## src/rtl/tdm_clock_ctrl.sv

```systemverilog
// Master clock/frame sequencer for a TDM microphone array: divides clk_in into sck, places the
// word-select lead-in period, and starts/stops streaming only on frame boundaries.
module tdm_clock_ctrl #(
    parameter int unsigned SLOTS       = 4,
    parameter int unsigned SLOT_BITS   = 32,
    parameter int unsigned HALF_PERIOD = 8
) (
    input  logic        clk_in,
    input  logic        rst_n_in,
    input  logic        enable_in,
    output logic        sck_out,
    output logic        ws_out,
    output logic        sck_rise_out,
    output logic        frame_start_out,
    output logic [2:0]  slot_idx_out,
    output logic [5:0]  bit_idx_out,
    output logic [15:0] frame_count_out,
    output logic        busy_out
);

    localparam int unsigned FRAME_BITS = SLOTS * SLOT_BITS;
    localparam int unsigned PW         = $clog2(FRAME_BITS);
    localparam int unsigned DW         = $clog2(HALF_PERIOD);
    localparam int unsigned SBW        = $clog2(SLOT_BITS);

    localparam logic [PW-1:0] PosLast = PW'(FRAME_BITS - 1);
    localparam logic [PW-1:0] PosPen  = PW'(FRAME_BITS - 2);
    localparam logic [DW-1:0] DivLast = DW'(HALF_PERIOD - 1);

    typedef enum logic [0:0] {StIdle, StRun} state_e;

    state_e        state_q, state_d;
    logic [DW-1:0] div_q, div_d;
    logic [PW-1:0] pos_q, pos_d;
    logic [PW-1:0] pos_next;
    logic [15:0]   fcnt_q, fcnt_d;
    logic          sck_q, sck_d;
    logic          ws_q, ws_d;
    logic          rise_q, rise_d;
    logic          fs_q, fs_d;
    logic          tick;
    logic          stop;

    assign tick     = (div_q == DivLast);
    assign pos_next = (pos_q == PosLast) ? '0 : pos_q + PW'(1);
    // Stop only on the fall that would enter the lead-in period, so the frame is never cut short.
    assign stop     = tick && sck_q && (pos_q == PosPen) && !enable_in;

    always_ff @(posedge clk_in or negedge rst_n_in) begin
        if (!rst_n_in) begin
            state_q <= StIdle;
        end else begin
            state_q <= state_d;
        end
    end

    always_comb begin
        state_d = state_q;
        unique case (state_q)
            StIdle: if (enable_in) state_d = StRun;
            StRun:  if (stop)      state_d = StIdle;
        endcase
    end

    always_comb begin
        div_d  = div_q;
        sck_d  = sck_q;
        ws_d   = ws_q;
        pos_d  = pos_q;
        fcnt_d = fcnt_q;
        rise_d = 1'b0;
        fs_d   = 1'b0;
        unique case (state_q)
            StIdle: begin
                div_d = '0;
                sck_d = 1'b0;
                pos_d = PosLast;
                ws_d  = enable_in;
            end
            StRun: begin
                if (tick) begin
                    div_d = '0;
                    sck_d = !sck_q;
                    if (!sck_q) begin
                        rise_d = 1'b1;
                    end else if (stop) begin
                        ws_d  = 1'b0;
                        pos_d = PosLast;
                    end else begin
                        pos_d = pos_next;
                        ws_d  = (pos_next == PosLast);
                        if (pos_next == '0) begin
                            fs_d   = 1'b1;
                            fcnt_d = fcnt_q + 16'd1;
                        end
                    end
                end else begin
                    div_d = div_q + DW'(1);
                end
            end
        endcase
    end

    always_ff @(posedge clk_in or negedge rst_n_in) begin
        if (!rst_n_in) begin
            div_q  <= '0;
            sck_q  <= 1'b0;
            ws_q   <= 1'b0;
            pos_q  <= PosLast;
            fcnt_q <= '0;
            rise_q <= 1'b0;
            fs_q   <= 1'b0;
        end else begin
            div_q  <= div_d;
            sck_q  <= sck_d;
            ws_q   <= ws_d;
            pos_q  <= pos_d;
            fcnt_q <= fcnt_d;
            rise_q <= rise_d;
            fs_q   <= fs_d;
        end
    end

    assign sck_out         = sck_q;
    assign ws_out          = ws_q;
    assign sck_rise_out    = rise_q;
    assign frame_start_out = fs_q;
    assign frame_count_out = fcnt_q;
    assign busy_out        = (state_q == StRun);
    // SLOT_BITS is a power of two, so slot/bit are a plain split of pos.
    assign slot_idx_out    = 3'(pos_q >> SBW);
    assign bit_idx_out     = 6'(pos_q & PW'(SLOT_BITS - 1));

endmodule
```

## config.mk

```make
export PLATFORM = sky130hd
export DESIGN_NAME = tdm_clock_ctrl
export DESIGN_NICKNAME = d
export VERILOG_FILES = /design/src/rtl/tdm_clock_ctrl.sv
export SDC_FILE = /design/constraint.sdc
export NUM_CORES = 1
export LEC_CHECK = 0
export ABC_AREA = 1
export CAP_MARGIN = 25
export CELL_PAD_IN_SITES_DETAIL_PLACEMENT = 1
export CELL_PAD_IN_SITES_GLOBAL_PLACEMENT = 2
export CORE_ASPECT_RATIO = 1.5
export CORE_MARGIN = 2
export CORE_UTILIZATION = 33
export CTS_CLUSTER_SIZE = 8
export DETAILED_ROUTE_END_ITERATION = 12
export GPL_TIMING_DRIVEN = 0
export PLACE_DENSITY = 0.91
export SETUP_SLACK_MARGIN = 0.02
export SLEW_MARGIN = 20
export SYNTH_ARGS = -nofsm -noshare
export SYNTH_HDL_FRONTEND = slang
export SYNTH_SLANG_ARGS = --single-unit
```

## constraint.sdc

```tcl
create_clock -name clk_in -period 3.8 [get_ports clk_in]
set_input_delay 0.76 -clock clk_in [delete_from_list [all_inputs] [get_ports clk_in]]
set_output_delay 0.76 -clock clk_in [all_outputs]
set_load 0.005 [all_outputs]
```

# Yosys cells after proc, flatten, opt, wreduce, memory -nomap -nowiden
# Index checks and enable logic that the tools add are counted.
classes:
  eq_ne: 6
  reduce_logical: 8
  n_bitwise: 2
  n_addsub: 3
  mux: 24
ops:
  columns: ["op", "count"]
  rows:
  - ["7-bit 2-to-1 mux", 4]
  - ["7-bit equality test (second input constant)", 3]
  - ["16-bit by 1-bit adder with 16-bit output (second input constant)", 1]
  - ["1-bit 2-to-1 mux", 14]
  - ["7-bit case mux with 2 select lines", 1]
  - ["7-bit by 1-bit adder with 7-bit output (second input constant)", 1]
  - ["7-bit logical NOT", 1]
  - ["1-bit case mux with 2 select lines", 3]
  - ["3-bit case mux with 2 select lines", 1]
  - ["5-bit AND reduction", 1]
  - ["2-bit by 1-bit != test with 1-bit output (second input constant)", 2]
  - ["3-bit by 1-bit adder with 3-bit output (second input constant)", 1]
  - ["3-bit equality test (second input constant)", 1]
  - ["1-bit logical AND", 3]
  - ["3-bit 2-to-1 mux", 1]
  - ["1-bit logical NOT", 2]
  - ["1-bit inverter", 2]
  - ["2-bit AND reduction", 1]
totals:
  ff_bits: 31
  input_bits: 3

# Depth between registers and ports, before layout
# Gate-level depths: netlist of run 1.
depth:
  ltp_word: 8
  depth_mapped: 11

# Least setup slack after synthesis of run 1
# Ideal clock, no wire load.
synth_timing:
  path_type: "register -> register"
  startpoint: "register pos_q[1]"
  endpoint: "register fcnt_q[10] (netlist: frame_count_out[10])"
  arrival_time_ns: 1.620
  setup_slack_ns: 2.063
  n_path_buf: 1
  setup_time_ns: 0.117
  t_required_ns: 3.683
  period_less_slack_ns: 1.737
  stages_incl_launch_ff: 12
  cell_sequence: "dfstp_2 -> ha_1 -> inv_1 -> nor2_4 -> nand2_4 -> nand3_2 -> nand2_4 -> inv_2 -> nand3_4 -> buf_6 -> nand2_1 -> nand2_1"
synth_via:
  elab_chain_cells: 5
synth_rtl:
  columns: ["item", "line", "rtl"]
  rows:
  - ["start, declared", "34", "logic [PW-1:0] pos_q, pos_d;"]
  - ["start signal, assigned", "109", "pos_q <= PosLast;"]
  - ["start signal, assigned", "117", "pos_q <= pos_d;"]
  - ["parallel branches: the longest is 4 deep, another holds 7-bit by 1-bit adder with 7-bit output", null, null]
  - ["5-bit AND reduction (no source line) *", null, null]
  - ["end signal, assigned", "118", "fcnt_q <= fcnt_d;"]
  - ["end, declared", "36", "logic [15:0] fcnt_q, fcnt_d;"]
# Every way passes the cells marked *.
# A chain may end at the register's enable or synchronous reset.

# Worst setup path in the final report of run 1
layout_timing:
  startpoint: "register pos_q[2]"
  endpoint: "output bit_idx_out[2]"
layout_lines:
  columns: ["item", "line", "rtl"]
  rows:
  - ["end, declared", "16", "output logic [5:0] bit_idx_out,"]
# No word-level cell between the ends.

==> results by group, run 1 <==
STA
  – Final Max Slew Viols: 0
  – RSZ-0062 raised after global routing: false
  – Final hold vios: 0
  – Final setup vio count: 0
  – Worst slew pin tran: slightly below 0.5 ns
  – Final Skew: between 0.009 and 0.01 ns
  – Fmax: approximately 450 MHz
  – Period utilization: 58.0%
  – Relative slew slack: 66.8%
  – Sum Neg Setup Slack: 0 ns
  – Tmin final: between 2 and 2.5 ns
  – Final WS setup: around 1.6 ns

Detailed routing
  – Via-to-Cell Ratio: about 4.8
  – ANT nets after route: 0
  – Drt first pass iters: 4
  – WL per Instance: between 10 and 15 um
  – Via Count: around 1700
  – Initial drt markers: 40
  – # DRC: 0
  – DRT Wirelength: between 5 and 6 mm

Yosys
  – Post-Synthesis Cells: 246
  – Area of the mapped netlist: a little under 2000 um2
  – Yosys top cell area share: a little under a third
  – Synth area leaders: dfrtp_1, nand2_1, dfstp_2, nand3_1, nor2_1
  – Area leader, netlist: dfrtp_1
  – Synthesis Warnings: 0
  – Avg Synthesized Cell Area: 7.98 um2
  – Synthesized flop and latch total: 31
  – Synth cell types: 34
  – Register area share after synthesis: 40.0%

Outcome
  – Outcome: finished clean

Worst setup path
  – Worst-path fanout max: 8
  – Worst path cell trace: clkdlybuf4s50_1
  – Crit. path cell count: 1
  – CP top delay family: flip-flops
  – R2r startpoint: div_q[0]$_DFF_PN0_
  – CP Class: register to output pin
  – CP Launch Type: register
  – Register-to-register path setup slack: between 1.5 and 2 ns
  – Data required, critical path: just over 3 ns
  – Depth of the most critical reg-to-reg path: 7
  – RR Endpoint: pos_q[6]$_DFFE_PN1P_
  – CP Capture Type: output pin
  – Slowest CP cell: dfstp_2
  – Bufs and invs on worst path: 1
  – WP data arrival: roughly 1.4 ns
  – Worst stage delay on the critical path: 0.63 ns

Min path
  – Worst hold-check path type: input port to async pin

Placement
  – Final HPWL DP: approximately 3.8 mm
  – GP Congestion: 0.789
  – Placed cells: between 300 and 400
  – Place WS: about 1.5 ns
  – Port Buf Inserts: 30

Power and ir drop
  – Peak VDD IR: ~0.45 mV
  – LEAKAGE: between 1 and 1.5 nW
  – PwrDens: 584 nW/um2

Clocking
  – Post-CTS resize count: 0
  – Clock Sink Count: 31
  – Worst skew pair latency: 0.29 ns
  – Setup bufs post-CTS: 0
  – H-tree level count: 2
  – Hold buffers post-CTS: 0
  – CTS tree: done
  – Clk buf depth: 2
  – Clock buffer count from CTS: 5
  – Clock slew at reported path FFs: approximately 0.070 ns
  – CTS root buf: clkbuf_8

Global route
  – Largest net degree at the start of global routing: 20
  – All-Layer GR Usage: between 10% and 20%
  – Global-route wire length before repair: approximately 8.6 mm
  – Global route overflow: 0
  – Initial antenna violation count: 0
  – Number of global-route vias before repair: between 1500 and 2000

Final layout
  – Layout Cells excl Fill: approximately 360
  – Layout cells sized above 1: roughly 16%
  – Area grow syn2layout: 27.2%
  – Ant. Diodes: 0
  – Fin util: a little over two fifths
  – Nets@finish: roughly 300

Floorplan
  – Core Region: a little under 6000 um2
  – Die ar.: ~6600 um2
  – I/O pin cnt: 33
  – Cell Rows: 34
  – Die height: about 100 um
  – Initial Util: about 34%
  – Die Wd: approximately 67 um

Flow run
  – Max-Cap Viols: 0
## cell usage after synthesis
cell       n
a21oi_1    2
a21oi_2    1
a21oi_4    1
a22oi_1    5
and2_1     1
buf_12     1
buf_4      2
buf_6      1
clkbuf_8   1
clkinv_1   1
conb_1     1
dfrtp_1   24
dfstp_2    7
ha_1       6
inv_1     23
inv_2      2
nand2_1   82
nand2_2    3
nand2_4    2
nand3_1   20
nand3_2    8
nand3_4    1
nand4_1    4
nor2_1    24
nor2_4     3
nor2_8     1
nor3_1     2
nor3b_1    1
o21ai_0    3
o21ai_2    1
o21bai_1   1
o21bai_2   1
xnor2_1    4
xor2_1     6
## report_power, final
part	total [W]	leakage [nW]	internal [W]	switching, W
combinational	0.000614	0.733	0.000253	0.000361
clock	0.000348	0.0612	0.000212	0.000136
sequential	0.000498	0.395	0.000419	0.0000789
total	0.00146	1.19	0.000884	0.000576
## state kept, by name, indices dropped and copies added (netlist names)
register	flops
busy_out	1
div_q	3
frame_count_out	16
frame_start_out	1
pos_q	7
sck_out	1
sck_rise_out	1
ws_out	1
## final cells by class
class | count | area (um2)
Fill cell | 745 | 3290
Multi-Input combinational cell | 185 | 1020
Sequential cell | 31 | 785
Timing Repair Buffer | 31 | 323
Inverter | 26 | 97.6
Tap cell | 72 | 90.1
Clock buffer | 6 | 82.6
Buffer | 5 | 60.1
Clock inverter | 2 | 35.0
## worst max path at each step
stage,end,slack [ns],start
2_1_floorplan,frame_count_out[10]$_DFFE_PN0P_,2.06,pos_q[1]$_DFFE_PN1P_
3_3_place_gp,frame_count_out[1]$_DFFE_PN0P_,1.23,rst_n_in
3_5_place_dp,pos_q[6]$_DFFE_PN1P_,1.45,enable_in
4_1_cts,bit_idx_out[2],1.58,pos_q[2]$_DFFE_PN1P_
5_1_grt,bit_idx_out[2],1.57,pos_q[2]$_DFFE_PN1P_
6_report,bit_idx_out[2],1.60,pos_q[2]$_DFFE_PN1P_
## layout by cell type (no fill, tap or decap), types with 4 or more instances in the layout
master | netlist | final
dfstp_2 | 7 | 7
nand4_1 | 4 | 4
nand2_1 | 82 | 82
dfrtp_1 | 24 | 24
xnor2_1 | 4 | 4
nand3_2 | 8 | 8
nor2_1 | 24 | 24
a22oi_1 | 5 | 5
clkbuf_8 | 1 | 7
ha_1 | 6 | 6
nand3_1 | 20 | 20
inv_1 | 23 | 23
xor2_1 | 6 | 6
clkdlybuf4s50_1 | 0 | 29
## per-layer routing
metal | vias to the layer above | wire length (um) | global-route usage [%]
met5 | - | 0 | 0
met4 | 0 | 68 | 6.12
met3 | 4 | 133 | 3.20
met2 | 28 | 2710 | 31.9
met1 | 828 | 2100 | 19.2
li1 | 852 | - | -
## cell families after synthesis
| logic type | count (synthesis) | share of synthesized area [%] |
|---|---|---|
| AO/OA/AOI/OAI | 15 | 5.86 |
| XOR/XNOR | 10 | 4.46 |
| adder cells (fa/ha/maj) | 6 | 3.82 |
| buffers and inverters | 31 | 8.03 |
| flip-flops | 31 | 40.0 |
| other | 1 | 0.191 |
| AND/OR/NAND/NOR | 152 | 37.7 |
## stage by stage
stage	hold slack, ns	instance area (um2)	total power (W)
CTS	0.380	2500	0.00148
finish	0.374	2500	0.00146
detailed placement	0.450	2380	0.00113
floorplan	0.418	1970	0.000903
global placement	0.431	2360	0.00111
global route	0.378	2500	0.00157
No activity file was read; power rests on OpenSTA's default activity.
==> inputs of run 2 (changes only) <==
--- a/config.mk
+++ b/config.mk
@@ -11,11 +11,11 @@
 export CELL_PAD_IN_SITES_GLOBAL_PLACEMENT = 2
 export CORE_ASPECT_RATIO = 1.5
 export CORE_MARGIN = 2
-export CORE_UTILIZATION = 33
+export CORE_UTILIZATION = 31
 export CTS_CLUSTER_SIZE = 8
 export DETAILED_ROUTE_END_ITERATION = 12
 export GPL_TIMING_DRIVEN = 0
-export PLACE_DENSITY = 0.91
+export PLACE_DENSITY = 0.87
 export SETUP_SLACK_MARGIN = 0.02
 export SLEW_MARGIN = 20
 export SYNTH_ARGS = -nofsm -noshare
==> constraint.sdc (replaced) <==
create_clock -name clk_in -period 2.2 [get_ports clk_in]
set_input_delay 0.44 -clock clk_in [delete_from_list [all_inputs] [get_ports clk_in]]
set_output_delay 0.44 -clock clk_in [all_outputs]
set_load 0.005 [all_outputs]
==> run 2 against run 1 <==
Global-route usage decreased by 0.90 points. Clock power up 26%. Largest cell class unchanged. Flip-flop and latch count did not move. Critical endpoint is now frame_count_out[11]$_DFFE_PN0P_. Highest routed layer unchanged. Clock skew up 0.0011 ns. Die area increased by 6.1%. Core utilization decreased by 2.9 points. Non-clock buffer count did not move.
==> results by group, run 2 (same netlist as run 1, synthesis figures left out) <==
Outcome
  – Outcome: finished clean

Clocking
  – Clk buf depth: 2
  – Clock buffer count from CTS: 5
  – CTS root buf: clkbuf_8
  – Clock Sink Count: 31
  – Setup bufs post-CTS: 0
  – Clock slew at reported path FFs: 0.07 ns
  – Worst skew pair latency: 0.29 ns
  – CTS tree: done
  – H-tree level count: 2

Detailed routing
  – Via-to-Cell Ratio: between 4 and 5
  – DRT Wirelength: 4.99 mm
  – WL per Instance: 13.9 um
  – Via Count: 1697
  – # DRC: 0
  – Initial drt markers: 45
  – Drt first pass iters: 4
  – ANT nets after route: 0

STA
  – RSZ-0062 raised after global routing: false
  – Tmin final: between 1.5 and 2 ns
  – Period utilization: just under 90%
  – Final hold vios: 0
  – Final Max Slew Viols: 0
  – Final WS setup: approximately 0.25 ns
  – Final setup vio count: 0
  – Final Skew: roughly 0.011 ns
  – Fmax: 513 MHz

Worst setup path
  – Data required, critical path: between 2 and 2.5 ns
  – Most used cell along the critical path: nand2_1
  – WP data arrival: 2.13 ns
  – CP Capture Type: register
  – Slowest CP cell: dfstp_2
  – Worst stage delay on the critical path: 0.59 ns
  – CP Class: register to register
  – CP Launch Type: register
  – Worst path cell trace: inv_1 > ha_1 > nand2_1 > nor2_1 > nand2_1 > nand2_1 > nor2_4 > nand3_4 > buf_6 > nand2_1 > nand2_1
  – Worst-path fanout max: 10

Floorplan
  – Cell Rows: 35
  – Die ar.: ~7000 um2
  – Initial Util: between 30 and 40%
  – Die height: slightly above 100 um
  – Core Region: approximately 6000 um2
  – I/O pin cnt: 33
  – Die Wd: 69.0 um

Global route
  – Number of global-route vias before repair: between 1500 and 2000
  – All-Layer GR Usage: between 10% and 20%
  – Global-route wire length before repair: about 8.6 mm
  – Initial antenna violation count: 0
  – Global route overflow: 0
  – Largest net degree at the start of global routing: 18

Min path
  – Worst hold-check path type: input port to async pin

Placement
  – Place WS: 0.146 ns
  – GP Congestion: 0.762
  – Final HPWL DP: roughly 3.8 mm
  – Placed cells: between 300 and 400
  – Port Buf Inserts: 30

Power and ir drop
  – Design Power: between 0.002 and 0.0025 W
  – Peak VDD IR: just under 0.7 mV
  – PwrDens: around 950 nW/um2
  – LEAKAGE: around 1.2 nW

Final layout
  – Layout filler cell count: roughly 770
  – Layout cells sized above 1: between 15 and 20%
  – Area grow syn2layout: 25.6%
  – Commonest non-fill, non-tap cell in the layout: nand2_1
  – Max FFs per register: 16
  – Most frequent cells in the layout: nand2_1, clkdlybuf4s50_1, dfrtp_1
  – Ant. Diodes: 0
  – Layout Cells excl Fill: 360
  – Nets@finish: slightly below 300

Flow run
  – Max-Cap Viols: 0
==> run 2: worst paths after layout <==
path                                       from                               to  slack, ns  depth (start not counted)
max in group asynchronous              rst_n_in             pos_q[6]$_DFFE_PN1P_       1.58                          2
hold reg to reg              div_q[0]$_DFF_PN0_               div_q[0]$_DFF_PN0_       0.46                          1
setup / recovery           pos_q[0]$_DFFE_PN1P_  frame_count_out[11]$_DFFE_PN0P_       0.25                         11
setup reg to reg           pos_q[0]$_DFFE_PN1P_  frame_count_out[11]$_DFFE_PN0P_       0.25                         11
min in group clk_in          div_q[0]$_DFF_PN0_               div_q[0]$_DFF_PN0_       0.46                          1
hold / removal                         rst_n_in   frame_count_out[8]$_DFFE_PN0P_        0.1                          1
==> run 2: routing by layer <==
layer,track usage [%],vias up,share of wire (%)
met5,0,-,0
met4,5.43,0,1.5
met3,3.78,5,3.7
met2,30.3,33,55
met1,17.8,802,40
li1,-,857,-
==> run 2: where the power goes <==
group / total [W] / internal (W) / leakage (nW) / switching [W]
clock network: 0.000438 / 0.000222 / 0.0422 / 0.000216
logic: 0.00105 / 0.000437 / 0.733 / 0.000609
registers: 0.000856 / 0.000723 / 0.395 / 0.000133
==> run 2: metrics by stage <==
step	TNS [ns]	utilization [%]	area, um2	hold WS (ns)
4_1_cts	0	40.2	2460	0.104
6_report	0	40.2	2470	0.0964
2_1_floorplan	0	-	1970	0.144
3_5_place_dp	0	38.9	2380	0.415
3_3_place_gp	-1.86	38.5	2360	0.432
5_1_grt	0	40.2	2470	0.106
==> run 2: worst max-delay path, delay by kind of cell, from the launching register on <==
kind | cells | cell delay, ns
and+or+nand+nor | 8 | 0.77
buffers and inverters | 2 | 0.27
DFF | 1 | 0.59
adders and majority gates | 1 | 0.21
==> run 2: area by class of cell <==
cell class / instances / area [um2] / share of cell area (%)
flip-flops and latches: 31 / 785 / 31.8
well taps: 74 / 92.6 / 3.75
clock inverters: 1 / 5.00 / 0.203
inverters: 26 / 97.6 / 3.96
multi-input cells: 185 / 1030 / 41.7
repair buffers: 31 / 323 / 13.1
plain buffers: 5 / 60.1 / 2.44
clock buffers: 7 / 76.3 / 3.09
==> run 2: what timing repair did <==
item	in CTS	in global routing
setup endpoints to repair	0	4
hold buffers	0	0
resized for setup	0	1
==> inputs of run 3 (changes only) <==
--- a/config.mk
+++ b/config.mk
@@ -15,8 +15,9 @@
 export CTS_CLUSTER_SIZE = 8
 export DETAILED_ROUTE_END_ITERATION = 12
 export GPL_TIMING_DRIVEN = 0
-export PLACE_DENSITY = 0.87
+export PLACE_DENSITY = 0.82
 export SETUP_SLACK_MARGIN = 0.02
+export SKIP_LAST_GASP = 1
 export SLEW_MARGIN = 20
 export SYNTH_ARGS = -nofsm -noshare
 export SYNTH_HDL_FRONTEND = slang
==> run 3 against run 2 <==
Global-route usage barely moved. Sequential power up 0.9%. Flip-flop and latch count stayed put. Worst hold slack better by 0.35 ns. Clock skew about the same. Sequential share of layout area shrank 0.16 points. Highest routed layer unchanged. Critical endpoint is now frame_count_out[14]$_DFFE_PN0P_. Combinational power barely moved.
==> results by group, run 3 (same netlist as run 1, synthesis figures left out) <==
Detailed routing
  – # DRC: 0
  – Initial drt markers: 82
  – Via Count: approximately 1700
  – Drt first pass iters: 4
  – ANT nets after route: 0
  – DRT Wirelength: approximately 5 mm
  – Via-to-Cell Ratio: between 4 and 5
  – WL per Instance: 13.9 um

Min path
  – WHS Path Cells: 1
  – Worst hold-check path type: register to register

Clocking
  – CTS tree: done
  – Clock Sink Count: 31
  – H-tree level count: 2
  – CTS root buf: clkbuf_8
  – Clock buffer count from CTS: 5
  – Worst skew pair latency: 0.28 ns
  – Clock slew at reported path FFs: roughly 0.070 ns
  – Clk buf depth: 2

Floorplan
  – Die height: roughly 100 um
  – Die ar.: 7000 um2
  – Initial Util: about a third
  – I/O pin cnt: 33
  – Cell Rows: 35
  – Core Region: slightly above 6000 um2
  – Die Wd: between 60 and 70 um

STA
  – Final hold vios: 0
  – Period utilization: 90.0%
  – Sum Neg Setup Slack: 0 ns
  – Final Skew: roughly 0.011 ns
  – Tmin final: between 1.5 and 2 ns
  – Fmax: slightly above 500 MHz
  – Final WS setup: 0.221 ns
  – Final Max Slew Viols: 0
  – RSZ-0062 raised after global routing: false
  – Final setup vio count: 0

Final layout
  – Most frequent cells in the layout: nand2_1, clkdlybuf4s50_1, dfrtp_1
  – Nets@finish: between 200 and 300
  – Ant. Diodes: 0
  – Layout cells sized above 1: 16.0%
  – Commonest non-fill, non-tap cell in the layout: nand2_1
  – Max FFs per register: 16
  – Fin util: between 40% and 50%
  – Area grow syn2layout: 26.3%

Placement
  – Final HPWL DP: roughly 3.9 mm
  – GP Congestion: 0.768
  – Port Buf Inserts: 30
  – Place WS: 0.168 ns

Power and ir drop
  – Peak VDD IR: ~0.55 mV
  – PwrDens: approximately 960 nW/um2
  – Design Power: 0.00237 W
  – LEAKAGE: ~1.2 nW

Worst setup path
  – WP data arrival: ~2.2 ns
  – CP Capture Type: register
  – Depth of the most critical reg-to-reg path: 11
  – CP Launch Type: register
  – Data required, critical path: between 2 and 2.5 ns
  – CP Class: register to register
  – Worst-path fanout max: 10

Global route
  – Grt met2 use: a little under a third
  – Gr busiest metal: met2
  – Met3 GRT Util: under 10%
  – Global route overflow: 0
  – Number of global-route vias before repair: about 1800
  – Largest net degree at the start of global routing: 31
  – GR Util met1: between 10% and 20%
  – All-Layer GR Usage: 16.4%
  – Initial antenna violation count: 0
  – Global-route wire length before repair: ~8.6 mm

Flow run
  – Max-Cap Viols: 0

Outcome
  – Outcome: finished clean
run 3: changes by cell type in the layout (fill, tap and decap cells not counted), sizes merged:
cell	previous run	this run
dlygate4sd3	0	1
run 3: what timing repair did:
item	in CTS	in global routing
endpoints found under the setup margin	0	3
hold buffers	1	0
setup buffers	0	0
endpoints found under the hold margin	1	0
gates resized for setup	0	1
run 3: stage by stage:
step / hold WS, ns / area (um2) / instances
after floorplan: 0.144 / 1970 / 247
after global placement: 0.442 / 2360 / 351
after detailed placement: 0.239 / 2370 / 352
after CTS: 0.457 / 2480 / 361
after global routing: 0.469 / 2480 / 361
final: 0.448 / 2480 / 361
run 3: cell type report:
type                            instances  area [um2]
Fill cell                             780        3650
Multi-Input combinational cell        185        1030
Sequential cell                        31         785
Timing Repair Buffer                   32         325
Inverter                               26        97.6
Tap cell                               74        92.6
Clock buffer                            7        86.3
Buffer                                  5        60.1
Clock inverter                          1        5.00
run 3: worst paths after layout:
path / endpoint / start / slack (ns)
max reg2reg: frame_count_out[14]$_DFFE_PN0P_ / pos_q[1]$_DFFE_PN1P_ / 0.22
max: frame_count_out[14]$_DFFE_PN0P_ / pos_q[1]$_DFFE_PN1P_ / 0.22
min reg2reg: div_q[0]$_DFF_PN0_ / div_q[0]$_DFF_PN0_ / 0.45
min in group asynchronous: frame_count_out[10]$_DFFE_PN0P_ / rst_n_in / 0.47
min: div_q[0]$_DFF_PN0_ / div_q[0]$_DFF_PN0_ / 0.45
max in group asynchronous: pos_q[4]$_DFFE_PN1P_ / rst_n_in / 1.29
run 3: worst max-delay path: stages, from the launching register on:
cell,delay (ns)
dfstp_2,0.61
ha_1,0.25
inv_1,0.11
nor2_4,0.13
nand2_4,0.10
nand2_2,0.13
nand2_4,0.08
inv_2,0.07
nand3_4,0.11
buf_6,0.18
nand2_1,0.05
nand2_1,0.05
run 3: layer usage:
| layer | vias up | routed length (um) |
|---|---|---|
| met5 | - | 0 |
| li1 | 850 | - |
| met3 | 5 | 152 |
| met4 | 0 | 58 |
| met2 | 30 | 2810 |
| met1 | 847 | 2010 |
run 3: report_power, final:
group	internal (W)	total [W]	switching [W]	leakage [nW]
Sequential	0.000724	0.000864	0.000140	0.395
Clock	0.000252	0.000468	0.000216	0.0482
Combinational	0.000435	0.00104	0.000606	0.734
